===== config.mk =====
export PLATFORM = sky130hd
export DESIGN_NAME = ccg_response_misr_flat
export DESIGN_NICKNAME = d
export VERILOG_FILES = /design/src/rtl/ccg_response_misr_pkg.sv /design/src/rtl/ccg_response_misr_if.sv /design/src/rtl/ccg_response_misr_core.sv /design/src/rtl/ccg_response_misr.sv /design/src/flat_wrapper.sv
export SDC_FILE = /design/constraint.sdc
export NUM_CORES = 1
export LEC_CHECK = 0
export ABC_AREA = 1
export CORE_ASPECT_RATIO = 0.5
export CORE_MARGIN = 2
export CORE_UTILIZATION = 46
export DETAILED_ROUTE_END_ITERATION = 7
export PLACE_DENSITY = 0.81
export SYNTH_ARGS = -nofsm -noshare
export SYNTH_HDL_FRONTEND = slang
export SYNTH_SLANG_ARGS = --single-unit

===== constraint.sdc =====
create_clock -name clk -period 3.2 [get_ports clk]
set_clock_uncertainty 0.15 [all_clocks]
set_input_delay 0.48 -clock clk [delete_from_list [all_inputs] [get_ports clk]]
set_output_delay 0.48 -clock clk [all_outputs]
set_load 0.02 [all_outputs]

===== src/rtl/ccg_response_misr_pkg.sv =====
// Shared BIST definitions: response/signature widths, MISR defaults
// and the run-state encoding used by the CCG test blocks.
package ccg_bist_pkg;

  localparam int RESP_W = 18;
  localparam int SIG_W  = 32;
  localparam int CNT_W  = 16;

  localparam logic [31:0] POLY = 32'h04C1_1DB7;
  localparam logic [31:0] SEED = 32'hFFFF_FFFF;

  typedef enum logic [1:0] {
    IDLE = 2'd0,
    RUN  = 2'd1,
    DONE = 2'd2
  } misr_state_t;

endpackage


===== src/rtl/ccg_response_misr_if.sv =====
// Response handshake bundle between the circuit under test
// and the signature compactor.
interface ccg_response_misr_if
  import ccg_bist_pkg::*;
#(
  parameter int W = RESP_W
);

  logic         valid;
  logic [W-1:0] data;
  logic         ready;

  modport master (
    output valid,
    output data,
    input  ready
  );

  modport slave (
    input  valid,
    input  data,
    output ready
  );

endinterface


===== src/rtl/ccg_response_misr_core.sv =====
// Multiple-input signature register: seeded on load, folds one
// zero-extended response vector per enabled cycle.
module ccg_misr_core #(
  parameter int                 RESP_W = 18,
  parameter int                 SIG_W  = 32,
  parameter logic [SIG_W-1:0]   POLY   = 32'h04C1_1DB7,
  parameter logic [SIG_W-1:0]   SEED   = 32'hFFFF_FFFF
) (
  input  logic              clk,
  input  logic              rst,
  input  logic              load,
  input  logic              en,
  input  logic [RESP_W-1:0] data,
  output logic [SIG_W-1:0]  sig
);

  logic [SIG_W-1:0] fb;
  logic [SIG_W-1:0] sig_nxt;

  assign fb      = sig[SIG_W-1] ? POLY : '0;
  assign sig_nxt = {sig[SIG_W-2:0], 1'b0}
                 ^ fb
                 ^ SIG_W'(data);

  always_ff @(posedge clk or posedge rst) begin
    if (rst) begin
      sig <= '0;
    end else if (load) begin
      sig <= SEED;
    end else if (en) begin
      sig <= sig_nxt;
    end
  end

endmodule


===== src/rtl/ccg_response_misr.sv =====
// Response compactor: run control, vector counting and golden
// signature comparison around the MISR core.
module ccg_response_misr
  import ccg_bist_pkg::*;
#(
  parameter int                 RESP_W = ccg_bist_pkg::RESP_W,
  parameter int                 SIG_W  = ccg_bist_pkg::SIG_W,
  parameter int                 CNT_W  = ccg_bist_pkg::CNT_W,
  parameter logic [SIG_W-1:0]   POLY   = ccg_bist_pkg::POLY,
  parameter logic [SIG_W-1:0]   SEED   = ccg_bist_pkg::SEED
) (
  input  logic                 clk,
  input  logic                 rst,
  input  logic                 start,
  input  logic [CNT_W-1:0]     num_vec,
  input  logic [SIG_W-1:0]     golden,
  ccg_response_misr_if.slave   resp,
  output logic                 busy,
  output logic                 done,
  output logic                 pass,
  output logic [SIG_W-1:0]     signature,
  output logic [CNT_W-1:0]     vec_count
);

  misr_state_t      state_q;
  misr_state_t      state_d;
  logic [CNT_W-1:0] num_q;
  logic [SIG_W-1:0] gold_q;
  logic             load;
  logic             acc;
  logic             last;

  assign last = (vec_count == num_q - CNT_W'(1));

  always_comb begin
    state_d = state_q;
    load    = 1'b0;
    acc     = 1'b0;
    unique case (state_q)
      IDLE, DONE: begin
        if (start) begin
          load    = 1'b1;
          state_d = (num_vec == '0) ? DONE : RUN;
        end
      end
      RUN: begin
        acc = resp.valid;
        if (acc && last) begin
          state_d = DONE;
        end
      end
      default: state_d = IDLE;
    endcase
  end

  always_ff @(posedge clk or posedge rst) begin
    if (rst) begin
      state_q   <= IDLE;
      num_q     <= '0;
      gold_q    <= '0;
      vec_count <= '0;
    end else begin
      state_q <= state_d;
      if (load) begin
        num_q     <= num_vec;
        gold_q    <= golden;
        vec_count <= '0;
      end else if (acc) begin
        vec_count <= vec_count + CNT_W'(1);
      end
    end
  end

  assign resp.ready = (state_q == RUN);
  assign busy       = (state_q == RUN);
  assign done       = (state_q == DONE);
  assign pass       = done && (signature == gold_q);

  ccg_misr_core #(
    .RESP_W (RESP_W),
    .SIG_W  (SIG_W),
    .POLY   (POLY),
    .SEED   (SEED)
  ) u_core (
    .clk  (clk),
    .rst  (rst),
    .load (load),
    .en   (acc),
    .data (resp.data),
    .sig  (signature)
  );

endmodule

===== src/flat_wrapper.sv =====
// flat-port wrapper written by rule: the top's interface ports become plain ports
module ccg_response_misr_flat import ccg_bist_pkg::*;
#(
  parameter int                 RESP_W = ccg_bist_pkg::RESP_W,
  parameter int                 SIG_W  = ccg_bist_pkg::SIG_W,
  parameter int                 CNT_W  = ccg_bist_pkg::CNT_W,
  parameter logic [SIG_W-1:0]   POLY   = ccg_bist_pkg::POLY,
  parameter logic [SIG_W-1:0]   SEED   = ccg_bist_pkg::SEED
)
  (clk, rst, start, num_vec, golden, busy, done, pass, signature, vec_count, resp_valid, resp_data, resp_ready);
  ccg_response_misr_if resp_i ();
  input  logic clk;
  input  logic rst;
  input  logic start;
  input  logic [CNT_W-1:0] num_vec;
  input  logic [SIG_W-1:0] golden;
  output logic busy;
  output logic done;
  output logic pass;
  output logic [SIG_W-1:0] signature;
  output logic [CNT_W-1:0] vec_count;
  input wire logic [$bits(resp_i.valid)-1:0] resp_valid;
  input wire logic [$bits(resp_i.data)-1:0] resp_data;
  output wire logic [$bits(resp_i.ready)-1:0] resp_ready;
  assign resp_i.valid = resp_valid;
  assign resp_i.data = resp_data;
  assign resp_ready = resp_i.ready;
  ccg_response_misr #(.RESP_W(RESP_W), .SIG_W(SIG_W), .CNT_W(CNT_W), .POLY(POLY), .SEED(SEED)) u_core (.clk(clk), .rst(rst), .start(start), .num_vec(num_vec), .golden(golden), .resp(resp_i), .busy(busy), .done(done), .pass(pass), .signature(signature), .vec_count(vec_count));
endmodule

## Yosys cells after proc, flatten, opt, wreduce, memory -nomap -nowiden

Index checks and enable logic that the tools add are counted.

- Flip-flop bits (word level): 98
- Input port bits: 70
- Word-level logic and storage cells: 34

- $add $sub $neg: 2
- Equality and inequality tests: 6
- Mux-type cells: 12
- Bitwise gates (word level): 2
- Reductions and logical operators: 7

Operators by type and width:

| kind | count |
|---|---|
| $mux W32 | 2 |
| $eq A32 B32 Y1 | 1 |
| $mux W16 | 2 |
| $xor A32 B18 Y32 | 1 |
| $xor A32 B32 Y32 | 1 |
| $mux W27 | 1 |
| $add A16 B1 Y16 const B | 1 |
| $eq A16 B16 Y1 | 1 |
| $logic_not A16 Y1 | 1 |
| $sub A16 B1 Y16 const B | 1 |
| $mux W2 | 3 |
| $pmux W2 S2 | 1 |
| $mux W1 | 3 |
| $eq A2 B1 Y1 const B | 1 |
| $eq A2 B2 Y1 const B | 1 |
| $logic_and A1 B1 Y1 | 2 |
| $logic_not A2 Y1 | 1 |
| $ne A2 B1 Y1 const B | 1 |
| $ne A2 B2 Y1 const B | 1 |
| $reduce_and A2 Y1 | 1 |
| $reduce_bool A2 Y1 | 1 |
| $reduce_or A2 Y1 | 1 |

## Depth between registers and ports, before layout

Gate-level depths: netlist of run 1.

- Depth after elaboration: 5
- Gate-level depth with buffers: 14
- Gate-level depth less buffers: 14

## Cells and area by module

A second synthesis of run 1 with hierarchy kept.

- Cells, all modules: 765
- Area total of the unflattened synthesis: 5571.6 sq um

Modules (own cells, without submodules):

| module | times used | cells each | area an instance (sq um) | sequential area each (sq um) |
|---|---|---|---|---|
| ccg_response_misr | 1 | 531 | 3822.4 | 1651.6 |
| ccg_misr_core | 1 | 234 | 1749.2 | 800.8 |

## Worst setup path before layout of run 1

OpenSTA, ideal clock, no wires.

- Path kind: register to output
- Start point: reg u_core.u_core.sig[31]
- End point: out pass
- Arrival: 1.615 ns
- Data required time: 2.570 ns
- Setup slack: 0.955 ns
- Stages on the path, launching flop included: 7
- Path through: dfrtp_1 -> buf_2 -> buf_2 -> nand2_1 -> a221oi_1 -> nand3_1 -> nor2_1

- Longest elaborated chain between the ends: 2

RTL lines:

| what | line | source |
|---|---|---|
| from (decl) | ccg_response_misr_core.sv:14 | `output logic [SIG_W-1:0] sig` |
| from (signal assigned) | ccg_response_misr_core.sv:31 | `sig <= sig_nxt;` |
| $eq A32 B32 Y1 | ccg_response_misr.sv:77 | `assign pass = done && (signature == gold_q);` |
| $logic_and A1 B1 Y1 | ccg_response_misr.sv:77 |  |
| to (decl) | flat_wrapper.sv:19 | `output logic pass;` |

No other way between the ends.

## Worst setup path in the final report of run 1

- Start point: reg u_core.u_core.sig[29]
- End point: out pass

The elaborated chain is that of the path after synthesis.

==> flow_metrics.tcl, run 1 <==
set metrics [dict create \
    outcome "finished, final reports clean" \
    crit_type "register to output port" \
    critPathSlowestCell "clkdlybuf4s50_1" \
    syn_area_per_cell_um2 7.89 \
    clock-root-buffer "clkbuf_16" \
    drt_iter0_markers 392 \
    worst-path-buf-inv 2 \
    cp-start-kind "register" \
    setup_violations 0 \
    reg2reg_to "u_core.state_q[1]" \
    drive_gt1_share_pct 5.93 \
    die-area_um2 12500 \
    syn_inst 674 \
    path_delay_family "buffers and inverters" \
    worst_pin_slew_ns 0.601 \
    final_hold_viol_count 0 \
    synth_edf_count 0 \
    holdPathEnd "u_core.gold_q[28]" \
    fmax_mhz 340 \
    post-route-util_pct 62.7 \
    postCtsSetupRepairBufs 0 \
    synthArstFlopShare_pct 100 \
    fin_setup_tns_ns 0 \
    maxCapViolations 0 \
    coreArea_um2 11100 \
    ant_nets 0 \
    initial_utilization_pct 47.8 \
    synth.most_common_cell "nand2_1" \
    yosys-top-cells-count "nand2_1, dfrtp_1, inv_1, o21ai_0, nor2_1" \
    overflow 0 \
    fin_crit_sh_pct 91.9 \
    cts_hold_buffers 0 \
    io_buffers 121 \
    clk_pin_slew_ns 0.07 \
    synth_cell_types 43 \
    grt_pass1_vias 4765 \
    post_cts_resized 0 \
    diodes 0 \
    final_cells 938 \
    place_congestion 0.863 \
    dr.pass1.iters 5 \
    ios 122 \
    power.density_nw_per_um2 876 \
    final_max_slew_viol_count 0 \
    yosysTopAreaCellShare_pct 46.1 \
    nets 860 \
    grt_max_degree 43 \
    antenna_found_initial 0 \
    ys_seq_elements 98 \
    rsz0062_at_grt "no" \
    cts_tree "built" \
    drc 0 \
    dp_cells 922 \
    crit_fanout 4 \
    end_kind "output port" \
    layout-area-overhead-vs-synth_pct 31.1 \
    routed_wl_mm 14.6 \
    slowest_delay_ns 0.64 \
    nFillCells 946 \
    cts_max_level 3 \
    cp.arrival_ns 2.31 \
    grt_pass1_wl_mm 23.4 \
    worstHoldStart "u_core.gold_q[28]" \
    clockBufferDepth 2 \
    ys_top_cells_by_area "dfrtp_1, nand2_1, o21ai_0, xor2_1, inv_1" \
    crit_required_ns 2.57 \
    vias 4883 \
    clock_latency_ns 0.35 \
    place_ws_ns 0.680 \
    synth_warnings 0 \
    clock_sinks 98 \
    p_leak_nw 3.24 \
    cts_buffers 9 \
    post-route-min-period_ns 2.94 \
    synth-seq-area-share_pct 46.1 \
    synth-main-ff-cell "dfrtp_1" \
    yosysTopAreaCell "dfrtp_1" \
    vdd_drop_max_v 0.000449 \
    track_usage_pct 24.2 \
    num_rows 27 \
    r2r_slack_ns 1.14 \
    hp-class "register to register" \
    die_h_um 80.0 \
    rr_startpoint "u_core.num_q[0]" \
    syn-num-nets 746 \
    r2r_cells 14 \
    crit_chain "inv_1 -> o21ai_0 -> a211oi_1 -> nand3_1 -> nor2_1 -> nand3_1 -> nor2_1 -> clkdlybuf4s50_1" \
    slew_headroom_pct 59.9 \
    routedWlPerCell_um 15.6 \
    synth_area_um2 5320 \
    post-dp-hpwl_mm 10.9 \
    die_w_um 156 \
    via_per_inst 5.21 \
    worst_slack_ns 0.259 \
    holdPathStages 2 \
]
-- worst reg2reg max path, stage by stage, from the launching register on --
cell and delay, ns:
dfrtp_1 0.38, inv_1 0.15, ha_1 0.27, nand2_1 0.08, nor2_1 0.09, nand2_1 0.06, nand2_1 0.06, nand2_1 0.04
nor2_1 0.12, nand2_1 0.08, nor3_1 0.19, nand3_1 0.13, nand2_1 0.10, nand2_1 0.06, nand2_1 0.07
-- area by class of cell --
cell class                      instances  area (um2)  share of cell area, %
Timing Repair Buffer                  130        1300                   18.7
Clock buffer                            9         225                   3.23
Clock inverter                          7        53.8                  0.772
Multi-Input combinational cell        480        2490                   35.7
Inverter                               69         260                   3.74
Sequential cell                        98        2450                   35.2
Tap cell                              145         181                   2.60
-- cell families (layout without fill, tap and decap cells) --
kind of cell    Yosys count  in the layout  synth area share [%]
fa+ha+maj                 2              2                 0.471
xor+xnor                 55             55                  9.32
simple gates            318            318                  25.7
compound gates          105            105                  11.3
buf+inv                  96            215                  7.06
flops                    98             98                  46.1
-- state kept, by name (all words and copies together), names as in the netlist --
| register | count |
|---|---|
| u_core.gold_q | 32 |
| u_core.u_core.sig | 32 |
| u_core.num_q | 16 |
| u_core.vec_count | 16 |
| u_core.state_q | 2 |
-- placed cells by master (no fill, tap or decap), drive strengths merged, types with 2 or more instances in the layout --
| cell | netlist | routed |
|---|---|---|
| nand2 | 213 | 213 |
| clkdlybuf4s50 | 0 | 121 |
| dfrtp | 98 | 98 |
| inv | 69 | 70 |
| o21ai | 61 | 61 |
| nor2 | 53 | 53 |
| xor2 | 29 | 29 |
| xnor2 | 25 | 25 |
| nand3 | 25 | 25 |
| a21oi | 15 | 15 |
| nor3 | 12 | 12 |
| clkbuf | 17 | 9 |
| buf | 10 | 9 |
| o22ai | 7 | 7 |
| a22oi | 6 | 6 |
| or2 | 6 | 6 |
| a221oi | 5 | 5 |
| nand4 | 5 | 5 |
| clkinvlp | 0 | 3 |
| clkinv | 0 | 3 |
| o211ai | 2 | 2 |
| o2111ai | 2 | 2 |
| a211oi | 2 | 2 |
| ha | 2 | 2 |
-- power breakdown --
| part | leakage, nW | internal (mW) | total (mW) | switching [mW] |
|---|---|---|---|---|
| clock network | 0.128 | 0.533 | 1.03 | 0.501 |
| registers | 1.18 | 1.73 | 2.27 | 0.533 |
| logic | 1.93 | 1.19 | 2.80 | 1.61 |
| total | 3.24 | 3.46 | 6.10 | 2.64 |
-- stage by stage --
step / hold WS (ns) / instance area [um2] / total power [mW]
floorplan: 0.313 / 5320 / 3.97
CTS: 0.356 / 6970 / 6.11
global placement: 0.330 / 6690 / 4.96
detailed placement: 0.340 / 6690 / 5.05
finish: 0.350 / 6970 / 6.10
global route: 0.373 / 6970 / 6.52
-- metal layers --
layer  track usage, %  part of all wire (%)
met2             43.0                    50
met5                0                     0
met3             6.51                   5.7
met1             30.1                    43
met4             5.23                   1.2
-- worst max-delay path by stage --
stage / start / endpoint / slack [ns] / depth (start not counted)
finish: u_core.u_core.sig[29] / pass / 0.26 / 8
global route: u_core.u_core.sig[29] / pass / 0.13 / 9
CTS: u_core.u_core.sig[2] / pass / 0.28 / 5
detailed placement: u_core.u_core.sig[2] / pass / 0.68 / 5
global placement: u_core.u_core.sig[2] / pass / 0.66 / 5
floorplan: rst / u_core.gold_q[0] / 0.008 / 1
Power figures use the tool's default switching activity.
==> run 2, diff against run 1 <==
==> constraint.sdc (replaced) <==
create_clock -name clk -period 3.2 [get_ports clk]
set_clock_uncertainty 0.15 [all_clocks]
set_input_delay 0.8 -clock clk [delete_from_list [all_inputs] [get_ports clk]]
set_output_delay 0.8 -clock clk [all_outputs]
set_load 0.02 [all_outputs]
==> flow_metrics.tcl, run 2 (synthesis gave the netlist of run 1 again) <==
set metrics [dict create \
    diodes 0 \
    power.density_nw_per_um2 891 \
    final_hold_viol_count 0 \
    outcome "finished, final reports clean" \
    via_per_inst 5.21 \
    place_ws_ns 0.295 \
    fmax_mhz 327 \
    post-route-min-period_ns 3.05 \
    final_max_slew_viol_count 0 \
    track_usage_pct 24.7 \
    clk_pin_slew_ns 0.07 \
    die_w_um 156 \
    vdd_drop_max_v 0.000424 \
    timing.hold.ws_ns 0.351 \
    post-route-util_pct 62.9 \
    postCtsSetupRepairBufs 0 \
    num_rows 27 \
    hp-class "register to register" \
    drive_gt1_share_pct 6.05 \
    final_cell_mix "nand2_1, clkdlybuf4s50_1, dfrtp_1, inv_1, o21ai_0" \
    ant_nets 0 \
    end_kind "output port" \
    nFillCells 928 \
    dr.pass1.iters 5 \
    crit_required_ns 2.25 \
    die-area_um2 12500 \
    routed_wl_mm 14.8 \
    p_leak_nw 3.26 \
    routedWlPerCell_um 15.8 \
    ff_latch_area_um2 2450 \
    die_h_um 80.0 \
    post-dp-hpwl_mm 10.9 \
    drc 0 \
    clockBufferDepth 2 \
    layout-area-overhead-vs-synth_pct 31.6 \
    place_congestion 0.870 \
    cts_max_level 3 \
    clock_latency_ns 0.36 \
    coreArea_um2 11100 \
    io_buffers 121 \
    holdPathStages 2 \
    grt_pass1_vias 4810 \
    rsz0062_at_grt "no" \
    initial_utilization_pct 47.8 \
    worst_pin_slew_ns 0.636 \
    nets 861 \
    slew_headroom_pct 57.5 \
    vias 4893 \
    dp_cells 923 \
    overflow 0 \
    drt_iter0_markers 371 \
    post_cts_resized 1 \
    cp.arrival_ns 2.10 \
    grt_pass1_wl_mm 23.9 \
    ios 122 \
    cts_hold_buffers 0 \
    worst_slack_ns 0.146 \
    layout.cells.most_common "nand2_1" \
    fin_crit_sh_pct 95.4 \
    maxCapViolations 0 \
    fin_setup_tns_ns 0 \
    r2r_cells 12 \
    cts_tree "built" \
    clock_sinks 98 \
    clock-root-buffer "clkbuf_16" \
    cp-start-kind "register" \
    crit_fanout 4 \
    final_cells 939 \
    cts_buffers 9 \
    multi_input_area_um2 2490 \
    top_regs "u_core.gold_q: 32 flops, u_core.u_core.sig: 32 flops" \
    crit_type "register to output port" \
    setup_violations 0 \
    grt_max_degree 48 \
    antenna_found_initial 0 \
]
## run 2: changes by cell type in the layout (fill, tap and decap cells not counted)
cell	before	now
buf_12	2	1
inv_6	2	3
buf_4	7	9
clkbuf_8	0	1
clkinv_4	1	0
dlygate4sd2_1	0	1
bufinv_16	0	1
clkinv_2	2	0
clkdlybuf4s50_1	121	120
## run 2: final timing paths
check	startpoint	endpoint	slack, ns
worst max-delay path	u_core.u_core.sig[28]	pass	0.15
max in group asynchronous	rst	u_core.vec_count[8]	1.39
worst min register to register	u_core.gold_q[27]	u_core.gold_q[27]	0.35
worst min-delay path	u_core.gold_q[27]	u_core.gold_q[27]	0.35
worst max register to register	u_core.num_q[0]	u_core.state_q[1]	1.12
min in group asynchronous	rst	u_core.vec_count[1]	0.73
## run 2: layout make-up
type	instances	area share, %
multi-input cells	480	35.6
flip-flops and latches	98	35.1
repair buffers	131	18.6
inverters	69	3.76
clock buffers	10	3.42
well taps	145	2.59
clock inverters	6	1.02
## run 2: through the flow
step	instance area [um2]	total power [mW]
after floorplan	5320	3.97
after global placement	6690	4.97
after detailed placement	6690	5.06
after CTS	6990	6.22
after global routing	6990	6.67
final	6990	6.23
## run 2: per-layer routing
layer,global-route usage (%),wire length [um]
met1,31.8,6430
met2,41.4,7220
met3,5.75,844
met4,8.44,341
met5,0,0
## run 2: power breakdown
| part | switching (mW) | internal, mW | total, mW |
|---|---|---|---|
| Clock | 0.500 | 0.636 | 1.14 |
| Combinational | 1.63 | 1.19 | 2.82 |
| Sequential | 0.538 | 1.73 | 2.27 |
| Total | 2.66 | 3.56 | 6.23 |
## run 2: critical path, cell delays in order (launching register included)
cell and delay (ns):
dfrtp_1 0.40, or2_2 0.30, a221oi_1 0.37, nand3_1 0.13, nor2_1 0.17, dlygate4sd2_1 0.37
==> run 3, diff against run 2 <==
- CAP_MARGIN: unset -> 10
==> results of run 3 <==
Final layout, timing and power as in run 2 (identical DEF).
==> RTL edit: new RTL, settings of run 3 <==
The 3 states of `misr_state_t` get a one-hot encoding in 3 bits.
--- a/src/rtl/ccg_response_misr_pkg.sv
+++ b/src/rtl/ccg_response_misr_pkg.sv
@@ -9,10 +9,10 @@
   localparam logic [31:0] POLY = 32'h04C1_1DB7;
   localparam logic [31:0] SEED = 32'hFFFF_FFFF;
 
-  typedef enum logic [1:0] {
-    IDLE = 2'd0,
-    RUN  = 2'd1,
-    DONE = 2'd2
+  typedef enum logic [2:0] {
+    IDLE = 3'b001,
+    RUN  = 3'b010,
+    DONE = 3'b100
   } misr_state_t;
 
 endpackage
Function: no difference found for any inputs over 4 cycles, from zero or initial values and one cycle with rst high; so few cycles prove little.
==> RTL edit against run 3 <==
Area after synthesis increased by 2.0%. Fmax rose by 1.3%. Clock power shrank 4%. Combinational power rose by 10%. Via count is 2.7% higher. Register-to-register slack worse by 0.14 ns. Final area up 1.6%. Routed wire length shrank 2.2%. Power rose by 3.7%. Sequential cell count increased by 1. Setup slack better by 0.038 ns.
==> RTL edit: results (changes against run 3) <==
[outcome]
status = finished, final reports clean

[detailed_routing]
dr_wl_met3_um = 810  ; -4.0%
drtIter0Drc = 376  ; +1.3%
wl_um = 14500  ; -2.2%
vias_per_cell = 5.16  ; -0.97%
wl_met2_um = 7090  ; -1.8%
top_layer = met4
wl_met1_um = 6420  ; about the same
vias = 5026  ; +2.7%

[yosys]
syn_inst = 694  ; +3.0%
synthTopCellsByArea = dfrtp_1 (45%), nand2_1 (17%), xnor2_1 (6.0%)
ys_seq_area_share_pct = 45.7  ; -0.40 points
synth_commonest_cells = nand2_1 (242), dfrtp_1 (98), inv_1 (63)
synth_cell_types = 44  ; +2.3%
synthesis.nets = 766  ; +2.7%
ys_seq_elements = 99  ; +1.0%
async_flop_share_pct = 100  ; unchanged
synthFlopType = dfrtp_1

[pwr]
seq_cell_power_w = 0.00227  ; about the same
power_frac_clock_pct = 16.8  ; -1.4 points
ir_worst_vdd_v = 0.000444  ; +4.8%
leakage_nw = 3.29  ; +1.1%
swShare_pct = 43.5  ; +0.76 points
total_power_w = 0.00646  ; +3.7%

[global_route]
grt_pass1_wl_um = 23700  ; -0.84%
grt_use_met3_pct = 6.24  ; +0.49 points
grt_pass1_vias = 4861  ; +1.1%
grt_usage_pct = 23.9  ; -0.75 points
antenna_found_initial = 0  ; unchanged
grt_max_degree = 100  ; +110%
use_met1_pct = 30.4  ; -1.5 points
gr-usage-met2_pct = 41.2  ; -0.19 points

[timing]
setup_slack_ns = 0.184  ; +0.0379 ns
hold_ws_ns = 0.344  ; -0.00704 ns
relSlewSlack_pct = 64.3  ; +6.7 points

[layout]
postLayoutCoreUtil_pct = 63.2  ; +0.27 points
nets = 882  ; +2.4%
nNonClkBuffers = 130  ; -0.76%
final_common_cell = nand2_1
inv_count = 65  ; -5.8%
clk_share_pct = 4.12  ; -0.32 points
multi_input_area_share_pct = 36.4  ; +0.78 points
multi_input_gates = 505  ; +5.2%
buf_share_pct = 18.3  ; -0.21 points
drive_gt1_share_pct = 5.64  ; -0.40 points
fillers = 941  ; +1.4%
final-seq-area_um2 = 2480  ; +1.1%

[critical_path]
arrival_ns = 2.07  ; -0.03 ns
ff2ff_setup_slack_ns = 0.98  ; -0.14 ns
path_max_fanout = 3  ; -1

[placement]
dp_hpwl_um = 10500  ; -2.9%
gp_congestion = 0.880  ; +1.2%
place_ws_ns = 0.258  ; -0.0367 ns
place_inst = 958  ; +3.8%
place_area_um2 = 6810  ; +1.9%

[clocking]
cts.repair.resized = 1  ; unchanged
cts_setup_buffers = 0  ; unchanged

[die]
nWellTaps = 159  ; +9.7%

==> RTL edit: logic make-up (layout without fill, tap and decap cells) <==
logic type | after synthesis | in the layout | synth area share (%)
adder cells (fa/ha/maj) | 2 | 2 | 0.462
buffers and inverters | 90 | 211 | 6.65
AO/OA/AOI/OAI | 89 | 89 | 10.4
flip-flops | 99 | 99 | 45.7
AND/OR/NAND/NOR | 360 | 360 | 28.0
XOR/XNOR | 54 | 54 | 8.73
==> RTL edit: final timing paths <==
| path | cells past startpoint | end | start |
|---|---|---|---|
| min | 2 | u_core.gold_q[15] | u_core.gold_q[15] |
| min reg2reg | 2 | u_core.gold_q[15] | u_core.gold_q[15] |
| max | 8 | pass | u_core.state_q[1] |
| max in group asynchronous | 3 | u_core.state_q[0] | rst |
| max reg2reg | 12 | u_core.state_q[2] | u_core.num_q[0] |
| min in group asynchronous | 3 | u_core.num_q[15] | rst |
